--- config.mk ---
export PLATFORM = sky130hd
export DESIGN_NAME = key_debounce_multi_flat
export DESIGN_NICKNAME = d
export VERILOG_FILES = /design/src/rtl/key_debounce_multi_if.sv /design/src/rtl/key_debounce_multi.sv /design/src/flat_wrapper.sv
export SDC_FILE = /design/constraint.sdc
export NUM_CORES = 1
export LEC_CHECK = 0
export CAP_MARGIN = 20
export CORE_UTILIZATION = 36
export CTS_CLUSTER_SIZE = 25
export DETAILED_ROUTE_END_ITERATION = 8
export PLACE_DENSITY = 0.6
export SLEW_MARGIN = 20
export SYNTH_ARGS = -nofsm -noshare
export SYNTH_HDL_FRONTEND = slang
export SYNTH_SLANG_ARGS = --single-unit
--- constraint.sdc ---
create_clock -name clk -period 3.92 [get_ports clk]
set_clock_uncertainty 0.2 [all_clocks]
set_input_delay 0.784 -clock clk [delete_from_list [all_inputs] [get_ports clk]]
set_output_delay 0.784 -clock clk [all_outputs]
set_load 0.05 [all_outputs]
--- src/rtl/key_debounce_multi_if.sv ---
// Key conditioner bus: raw pad levels and enable in, conditioned levels and
// one-cycle event pulses out.
//   en            global enable (0 forces every channel idle)
//   key_in        raw pad levels, asynchronous to clk
//   key_state     debounced level, 1 = pressed
//   press_pulse   one-cycle pulse on accepted press
//   release_pulse one-cycle pulse on accepted release
//   long_pulse    one-cycle pulse when a hold reaches the long-press time
//   repeat_pulse  one-cycle auto-repeat pulse during a long hold
//   key_any       OR of key_state
interface key_debounce_multi_if #(
  parameter int unsigned NUM_KEYS = 4
);
  logic                en;
  logic [NUM_KEYS-1:0] key_in;
  logic [NUM_KEYS-1:0] key_state;
  logic [NUM_KEYS-1:0] press_pulse;
  logic [NUM_KEYS-1:0] release_pulse;
  logic [NUM_KEYS-1:0] long_pulse;
  logic [NUM_KEYS-1:0] repeat_pulse;
  logic                key_any;

  modport master (
    output en, key_in,
    input  key_state, press_pulse, release_pulse, long_pulse, repeat_pulse, key_any
  );

  modport slave (
    input  en, key_in,
    output key_state, press_pulse, release_pulse, long_pulse, repeat_pulse, key_any
  );
endinterface

--- src/rtl/key_debounce_multi.sv ---
// N-channel push-button conditioner: per channel a 2-FF synchroniser, a
// debounce/hold FSM with one counter, and registered event pulses.
//   clk    system clock
//   rst_n  asynchronous reset, active-low
//   bus    key_debounce_multi_if.slave (en/key_in in, conditioned outputs out)
module key_debounce_multi #(
  parameter int unsigned NUM_KEYS     = 4,
  parameter int unsigned ACTIVE_LOW   = 1,
  parameter int unsigned DEBOUNCE_CYC = 20000,
  parameter int unsigned LONG_CYC     = 200000,
  parameter int unsigned REPEAT_CYC   = 40000,
  parameter int unsigned CNT_W        = 18
) (
  input  logic                 clk,
  input  logic                 rst_n,
  key_debounce_multi_if.slave  bus
);

  localparam logic [2:0] ST_IDLE      = 3'd0;
  localparam logic [2:0] ST_PRESS_WT  = 3'd1;
  localparam logic [2:0] ST_HELD      = 3'd2;
  localparam logic [2:0] ST_LONG_HELD = 3'd3;
  localparam logic [2:0] ST_REL_WT    = 3'd4;

  localparam logic [CNT_W-1:0] DEB_TERM  = CNT_W'(DEBOUNCE_CYC - 1);
  localparam logic [CNT_W-1:0] LONG_TERM = CNT_W'(LONG_CYC - 1);
  localparam logic [CNT_W-1:0] REP_TERM  = CNT_W'(REPEAT_CYC - 1);
  localparam logic             LONG_EN   = (LONG_CYC != 0);
  localparam logic             REP_EN    = (REPEAT_CYC != 0);
  // Synchroniser reset value is the released pad level.
  localparam logic [NUM_KEYS-1:0] SYNC_RST = (ACTIVE_LOW != 0) ? '1 : '0;

  logic [NUM_KEYS-1:0] sync1_q, sync1_d;
  logic [NUM_KEYS-1:0] sync2_q, sync2_d;
  logic [NUM_KEYS-1:0] p_c;

  logic [2:0]          state_q [NUM_KEYS];
  logic [2:0]          state_d [NUM_KEYS];
  logic [CNT_W-1:0]    cnt_q   [NUM_KEYS];
  logic [CNT_W-1:0]    cnt_d   [NUM_KEYS];

  logic [NUM_KEYS-1:0] key_state_q, key_state_d;
  logic [NUM_KEYS-1:0] press_q, press_d;
  logic [NUM_KEYS-1:0] release_q, release_d;
  logic [NUM_KEYS-1:0] long_q, long_d;
  logic [NUM_KEYS-1:0] repeat_q, repeat_d;
  logic                key_any_q, key_any_d;

  // Synchroniser and polarity normalisation (p_c: 1 = pressed).
  always_comb begin
    sync1_d = bus.key_in;
    sync2_d = sync1_q;
    p_c     = (ACTIVE_LOW != 0) ? ~sync2_q : sync2_q;
  end

  // Per-channel next-state, counter and output logic.
  always_comb begin
    for (int i = 0; i < NUM_KEYS; i++) begin
      state_d[i]     = state_q[i];
      cnt_d[i]       = cnt_q[i];
      key_state_d[i] = key_state_q[i];
      press_d[i]     = 1'b0;
      release_d[i]   = 1'b0;
      long_d[i]      = 1'b0;
      repeat_d[i]    = 1'b0;

      if (!bus.en) begin
        state_d[i]     = ST_IDLE;
        cnt_d[i]       = '0;
        key_state_d[i] = 1'b0;
      end else begin
        case (state_q[i])
          ST_IDLE: begin
            cnt_d[i]       = '0;
            key_state_d[i] = 1'b0;
            if (p_c[i]) state_d[i] = ST_PRESS_WT;
          end
          ST_PRESS_WT: begin
            if (!p_c[i]) begin
              state_d[i] = ST_IDLE;
              cnt_d[i]   = '0;
            end else if (cnt_q[i] == DEB_TERM) begin
              state_d[i]     = ST_HELD;
              cnt_d[i]       = '0;
              key_state_d[i] = 1'b1;
              press_d[i]     = 1'b1;
            end else begin
              cnt_d[i] = cnt_q[i] + CNT_W'(1);
            end
          end
          ST_HELD: begin
            key_state_d[i] = 1'b1;
            if (!p_c[i]) begin
              state_d[i] = ST_REL_WT;
              cnt_d[i]   = '0;
            end else if (LONG_EN) begin
              if (cnt_q[i] == LONG_TERM) begin
                state_d[i] = ST_LONG_HELD;
                cnt_d[i]   = '0;
                long_d[i]  = 1'b1;
              end else begin
                cnt_d[i] = cnt_q[i] + CNT_W'(1);
              end
            end
          end
          ST_LONG_HELD: begin
            key_state_d[i] = 1'b1;
            if (!p_c[i]) begin
              state_d[i] = ST_REL_WT;
              cnt_d[i]   = '0;
            end else if (REP_EN) begin
              if (cnt_q[i] == REP_TERM) begin
                cnt_d[i]    = '0;
                repeat_d[i] = 1'b1;
              end else begin
                cnt_d[i] = cnt_q[i] + CNT_W'(1);
              end
            end
          end
          ST_REL_WT: begin
            key_state_d[i] = 1'b1;
            if (p_c[i]) begin
              // Bounce during release: back to HELD, long timer restarts.
              state_d[i] = ST_HELD;
              cnt_d[i]   = '0;
            end else if (cnt_q[i] == DEB_TERM) begin
              state_d[i]     = ST_IDLE;
              cnt_d[i]       = '0;
              key_state_d[i] = 1'b0;
              release_d[i]   = 1'b1;
            end else begin
              cnt_d[i] = cnt_q[i] + CNT_W'(1);
            end
          end
          default: begin
            state_d[i]     = ST_IDLE;
            cnt_d[i]       = '0;
            key_state_d[i] = 1'b0;
          end
        endcase
      end
    end
    key_any_d = |key_state_d;
  end

  // State, counter and output registers.
  always_ff @(posedge clk or negedge rst_n) begin
    if (!rst_n) begin
      sync1_q     <= SYNC_RST;
      sync2_q     <= SYNC_RST;
      key_state_q <= '0;
      press_q     <= '0;
      release_q   <= '0;
      long_q      <= '0;
      repeat_q    <= '0;
      key_any_q   <= 1'b0;
      for (int i = 0; i < NUM_KEYS; i++) begin
        state_q[i] <= ST_IDLE;
        cnt_q[i]   <= '0;
      end
    end else begin
      sync1_q     <= sync1_d;
      sync2_q     <= sync2_d;
      key_state_q <= key_state_d;
      press_q     <= press_d;
      release_q   <= release_d;
      long_q      <= long_d;
      repeat_q    <= repeat_d;
      key_any_q   <= key_any_d;
      for (int i = 0; i < NUM_KEYS; i++) begin
        state_q[i] <= state_d[i];
        cnt_q[i]   <= cnt_d[i];
      end
    end
  end

  assign bus.key_state     = key_state_q;
  assign bus.press_pulse   = press_q;
  assign bus.release_pulse = release_q;
  assign bus.long_pulse    = long_q;
  assign bus.repeat_pulse  = repeat_q;
  assign bus.key_any       = key_any_q;

endmodule

--- src/flat_wrapper.sv ---
// flat-port wrapper written by rule: the top's interface ports become plain ports
module key_debounce_multi_flat 
#(
  parameter int unsigned NUM_KEYS     = 4,
  parameter int unsigned ACTIVE_LOW   = 1,
  parameter int unsigned DEBOUNCE_CYC = 20000,
  parameter int unsigned LONG_CYC     = 200000,
  parameter int unsigned REPEAT_CYC   = 40000,
  parameter int unsigned CNT_W        = 18
)
  (clk, rst_n, bus_en, bus_key_in, bus_key_state, bus_press_pulse, bus_release_pulse, bus_long_pulse, bus_repeat_pulse, bus_key_any);
  key_debounce_multi_if #(.NUM_KEYS(NUM_KEYS)) bus_i ();
  input  logic clk;
  input  logic rst_n;
  input wire logic [$bits(bus_i.en)-1:0] bus_en;
  input wire logic [$bits(bus_i.key_in)-1:0] bus_key_in;
  output wire logic [$bits(bus_i.key_state)-1:0] bus_key_state;
  output wire logic [$bits(bus_i.press_pulse)-1:0] bus_press_pulse;
  output wire logic [$bits(bus_i.release_pulse)-1:0] bus_release_pulse;
  output wire logic [$bits(bus_i.long_pulse)-1:0] bus_long_pulse;
  output wire logic [$bits(bus_i.repeat_pulse)-1:0] bus_repeat_pulse;
  output wire logic [$bits(bus_i.key_any)-1:0] bus_key_any;
  assign bus_i.en = bus_en;
  assign bus_i.key_in = bus_key_in;
  assign bus_key_state = bus_i.key_state;
  assign bus_press_pulse = bus_i.press_pulse;
  assign bus_release_pulse = bus_i.release_pulse;
  assign bus_long_pulse = bus_i.long_pulse;
  assign bus_repeat_pulse = bus_i.repeat_pulse;
  assign bus_key_any = bus_i.key_any;
  key_debounce_multi #(.NUM_KEYS(NUM_KEYS), .ACTIVE_LOW(ACTIVE_LOW), .DEBOUNCE_CYC(DEBOUNCE_CYC), .LONG_CYC(LONG_CYC), .REPEAT_CYC(REPEAT_CYC), .CNT_W(CNT_W)) u_core (.clk(clk), .rst_n(rst_n), .bus(bus_i));
endmodule
Word-level counts from Yosys, hierarchy flattened
Cells that the tools add are included.

Add/sub/neg operators: 4. Eq/ne operators: 48. Multiplexer cells: 160. Bitwise logic cells: 1. Reduce and logical (&&, ||, !) cells: 13.

Operator list (count): $mux W18 (32); $pmux W18 S4 (4); $mux W3 (36); $mux W1 (80); $add A18 B1 Y18 const B (4); $eq A18 B15 Y1 const B (4); $eq A18 B16 Y1 const B (4); $eq A18 B18 Y1 const B (4); $pmux W3 S5 (4); $ne A4 B4 Y1 const B (8); $eq A3 B2 Y1 const B (8); $reduce_and A5 Y1 (4); $ne A4 B2 Y1 const B (4); $eq A3 B1 Y1 const B (4); $eq A3 B3 Y1 const B (4); $logic_not A3 Y1 (4); $ne A3 B2 Y1 const B (4); $ne A3 B3 Y1 const B (4); $pmux W1 S3 (4); $reduce_or A2 Y1 (4); $not A4 Y4 (1); $reduce_or A4 Y1 (1).

Bits in registers: 113. Input bits: 7. Output and inout port bits: 21. Word-level logic and storage cells: 242.

Depth between registers and ports, before layout
Word-level depth: 6. Depth in mapped cells: 9. Mapped depth without buffers: 7.

Least setup slack after synthesis
Ideal clock, no wire load.

Path kind: register -> register. From: reg u_core.cnt_q[0] in the netlist's numbering. To: reg u_core.cnt_q[10] in the netlist's numbering. Setup time: 0.121 ns. Arrival time: 2.117 ns. Data required time: 3.599 ns. Setup slack: 1.482 ns. Stages on the path, launching flop included: 9. Buffers on the path: 1. Period minus slack after synthesis: 2.438 ns. Path through: dfrtp_1 > ha_1 > and4_1 > nand4_1 > or3_1 > or2_2 > a31oi_4 > buf_2 > nor2_1.

RTL lines: from (decl) (RTL line key_debounce_multi.sv:39) `logic [CNT_W-1:0] cnt_q [NUM_KEYS];`; from (signal, indexed assignment) (RTL line key_debounce_multi.sv:172) `cnt_q[i] <= cnt_d[i];`.

==> reports/qor.yml <==
grt_max_degree: 114
largest_reg_flops: 72
diodes: 0
maxSlewViolCount: 0
final_cell_mix: "nor2_1 (105), dfrtp_1 (105), xor2_1 (48), nand2_1 (45), nand3_1 (38)"
post-dp-hpwl_um: 7219
netSwitchingFraction_pct: 21.74
slowest_stage: "o21ai_2"
cts-root-buf: "clkbuf_16"
dp_slack_ps: 795.4
numCtsBuffers: 17
clkSlewWorstSetupHoldPaths_ps: 50
hold_viol: 0
wl_met1_um: 5307
layoutNonFillerInstCount: 804
finalSetupViolations: 0
fin_crit_sh_pct: 71.02
reg2reg_depth: 7
dr.pass1.iters: 5
crit_fanout: 18
finalSetupTns_ps: 0
top_regs: "u_core.cnt_q (72), u_core.state_q (12)"
yosysWarnings: 0
start_util_pct: 36.82
final_nets: 614
ff_latch_area_mm2: 0.002838
place_congestion: 0.8287
cts_resized: 0
die_y_um: 126.5
grt_overflow_total: 0
place_inst: 772
slew_headroom_pct: 51.57
layout-drive-gt1-share_pct: 8.279
cap_violations: 0
dieArea_mm2: 0.01599
ios: 28
yosys_register_bits: 113
p_seq_share_pct: 41.4
gr-usage-all-layers_pct: 14.97
regMostFlops: "u_core.cnt_q"
core_mm2: 0.01515
insertion_delay_ps: 410
r2r_slack_ps: 1140
cts_tree: "yes"
ant_nets: 0
synth.distinct_cells: 59
reg2reg_from: "u_core.cnt_q[18]"
endpoint_kind: "flop"
synth-edff-count: 0
core.rowCount: 45
startpoint_type: "flop"
tightestPinTransition_ps: 726.4
top_layer_used: "met4"
critPathKind: "reg -> reg"
rsz0062_at_grt: "no"
htreeDepth: 4
drt_wl_total_um: 10970
grt_pass1_wl_um: 18910
post_cts_buffers: 0
layout_min_cycle_time_ps: 2784
dr_wl_met2_um: 5031
multiInputGateArea_mm2: 0.002610
final_util_pct: 43.73
via_per_inst: 5.187
postSynth.asyncResetShare_pct: 100.0
critPathMaxStageDelay_ps: 590
finalWorstSetupSlack_ps: 1136
ys_seq_area_share_pct: 50.89
die_x_um: 126.5
antenna_found_initial: 0
r2r-end: "u_core.cnt_q[30]"
path_cells: "ha_1, and4_1, nand2_1, nor4b_1, a21oi_1, o21ai_2, nor2_1"
switchingPower_mw: 0.6505
numPortBuffers: 27
wl_met3_um: 406
drcViolationCount: 0
powerDensity_mw_per_mm2: 451.8
syn_area_mm2: 0.005577
cp_data_arrival_time_ps: 2840
outcome: "complete, no violations"
syn_nets: 588
clock_path_buffers: 2
vias: 4170
clkPwrFrac_pct: 52.9
syn_to_final_growth_pct: 18.78
p_leak_nw: 2.660
cts.sinks: 113
wl_per_cell_um: 13.64
internal-power_mw: 2.342
ir_drop_v: 0.0003492
crit_required_ps: 3980
synth_flop_cell: "dfrtp_1"
pwr-share-comb_pct: 5.7
synthCells: 577
drtIter0Drc: 383
syn_area_per_cell_um2: 9.665
fill_cells: 1402
cts_hold_buf: 0
hold_path.class: "reg -> reg"
critPathCapture: "u_core.cnt_q[30]"
worstSetupStartpoint: "u_core.cnt_q[18]"
grt_pass1_vias: 4038
fmax_mhz: 359.2
==> critical path: cells and delay by family (launching register included) <==
family	cells	cell delay, ps
DFF	1	370
adders and majority gates	1	210
and+or+nand+nor	4	1090
AOI/OAI and AO/OA	2	750
==> per-layer routing <==
layer | vias to the layer above | global-route usage (%)
li1 | 2071 | -
met1 | 2005 | 19.17
met2 | 79 | 22.81
met3 | 15 | 4.808
met4 | 0 | 7.442
met5 | - | 0
==> cell usage after synthesis (all sizes together) (3+ instances only) <==
| library cell | n | area [µm²] |
|---|---|---|
| nor4b | 3 | 26.28 |
| a32oi | 3 | 26.28 |
| nor4bb | 3 | 30.03 |
| or3 | 8 | 60.06 |
| dfstp | 8 | 210.2 |
| nand3b | 7 | 52.55 |
| nand4 | 19 | 118.9 |
| a21oi | 11 | 55.05 |
| nor3b | 5 | 37.54 |
| nand2b | 10 | 62.56 |
| and2 | 4 | 25.02 |
| dfrtp | 105 | 2628 |
| and4 | 10 | 88.84 |
| and3 | 16 | 100.1 |
| o21a | 4 | 30.03 |
| buf | 7 | 38.78 |
| nor2 | 105 | 394.1 |
| nor2b | 8 | 50.05 |
| o21ai | 8 | 43.79 |
| a31oi | 4 | 40.04 |
| clkbuf | 15 | 56.30 |
| nor4 | 13 | 96.34 |
| nand3 | 38 | 190.2 |
| nor3 | 13 | 65.06 |
| xor2 | 48 | 420.4 |
| nand2 | 46 | 175.2 |
| inv | 9 | 33.78 |
| ha | 4 | 50.05 |
| xnor2 | 18 | 157.7 |
==> through the flow <==
stage,hold WS [ps],total power [mW],cell area (µm²)
global route,158.4,3.105,6624
global placement,146.9,1.426,6012
detailed placement,147.2,1.429,6012
finish,153.6,2.992,6624
floorplan,145.2,1.366,5577
CTS,154.7,3.031,6624
==> layout make-up <==
type                            count  area share [%]
Tap cell                          188           3.551
Clock inverter                      4           1.436
Sequential cell                   113           42.84
Clock buffer                       28           7.801
Inverter                            9          0.5100
Multi-Input combinational cell    433           39.40
Timing Repair Buffer               29           4.458
==> worst min path at each step <==
stage,slack [ps],start,cells after the start,to
after floorplan,150,u_core.sync1_q[0],0,u_core.sync2_q[0]
after global placement,150,u_core.sync1_q[1],0,u_core.sync2_q[1]
after detailed placement,150,u_core.sync1_q[3],0,u_core.sync2_q[3]
after CTS,150,u_core.sync1_q[3],0,u_core.sync2_q[3]
after global routing,160,u_core.sync1_q[3],0,u_core.sync2_q[3]
final,150,u_core.sync1_q[3],0,u_core.sync2_q[3]
==> power by group through the flow <==
stage | Combinational, mW | Clock [mW] | Sequential (mW)
after detailed placement | 0.173 | 0 | 1.26
after CTS | 0.174 | 1.62 | 1.24
after floorplan | 0.133 | 0 | 1.23
after global routing | 0.194 | 1.67 | 1.24
after global placement | 0.171 | 0 | 1.25
final | 0.171 | 1.58 | 1.24
==> logic make-up (layout without fill, tap and decap cells) <==
family,after synthesis,after routing,share of synthesized area (%)
simple gates,319,319,29.95
mux,1,1,0.1795
buf+inv,31,70,2.311
fa+ha+maj,4,4,0.8975
xor+xnor,66,66,10.37
flops,113,113,50.89
compound gates,43,43,5.407
(Power assumes the default switching activity.)
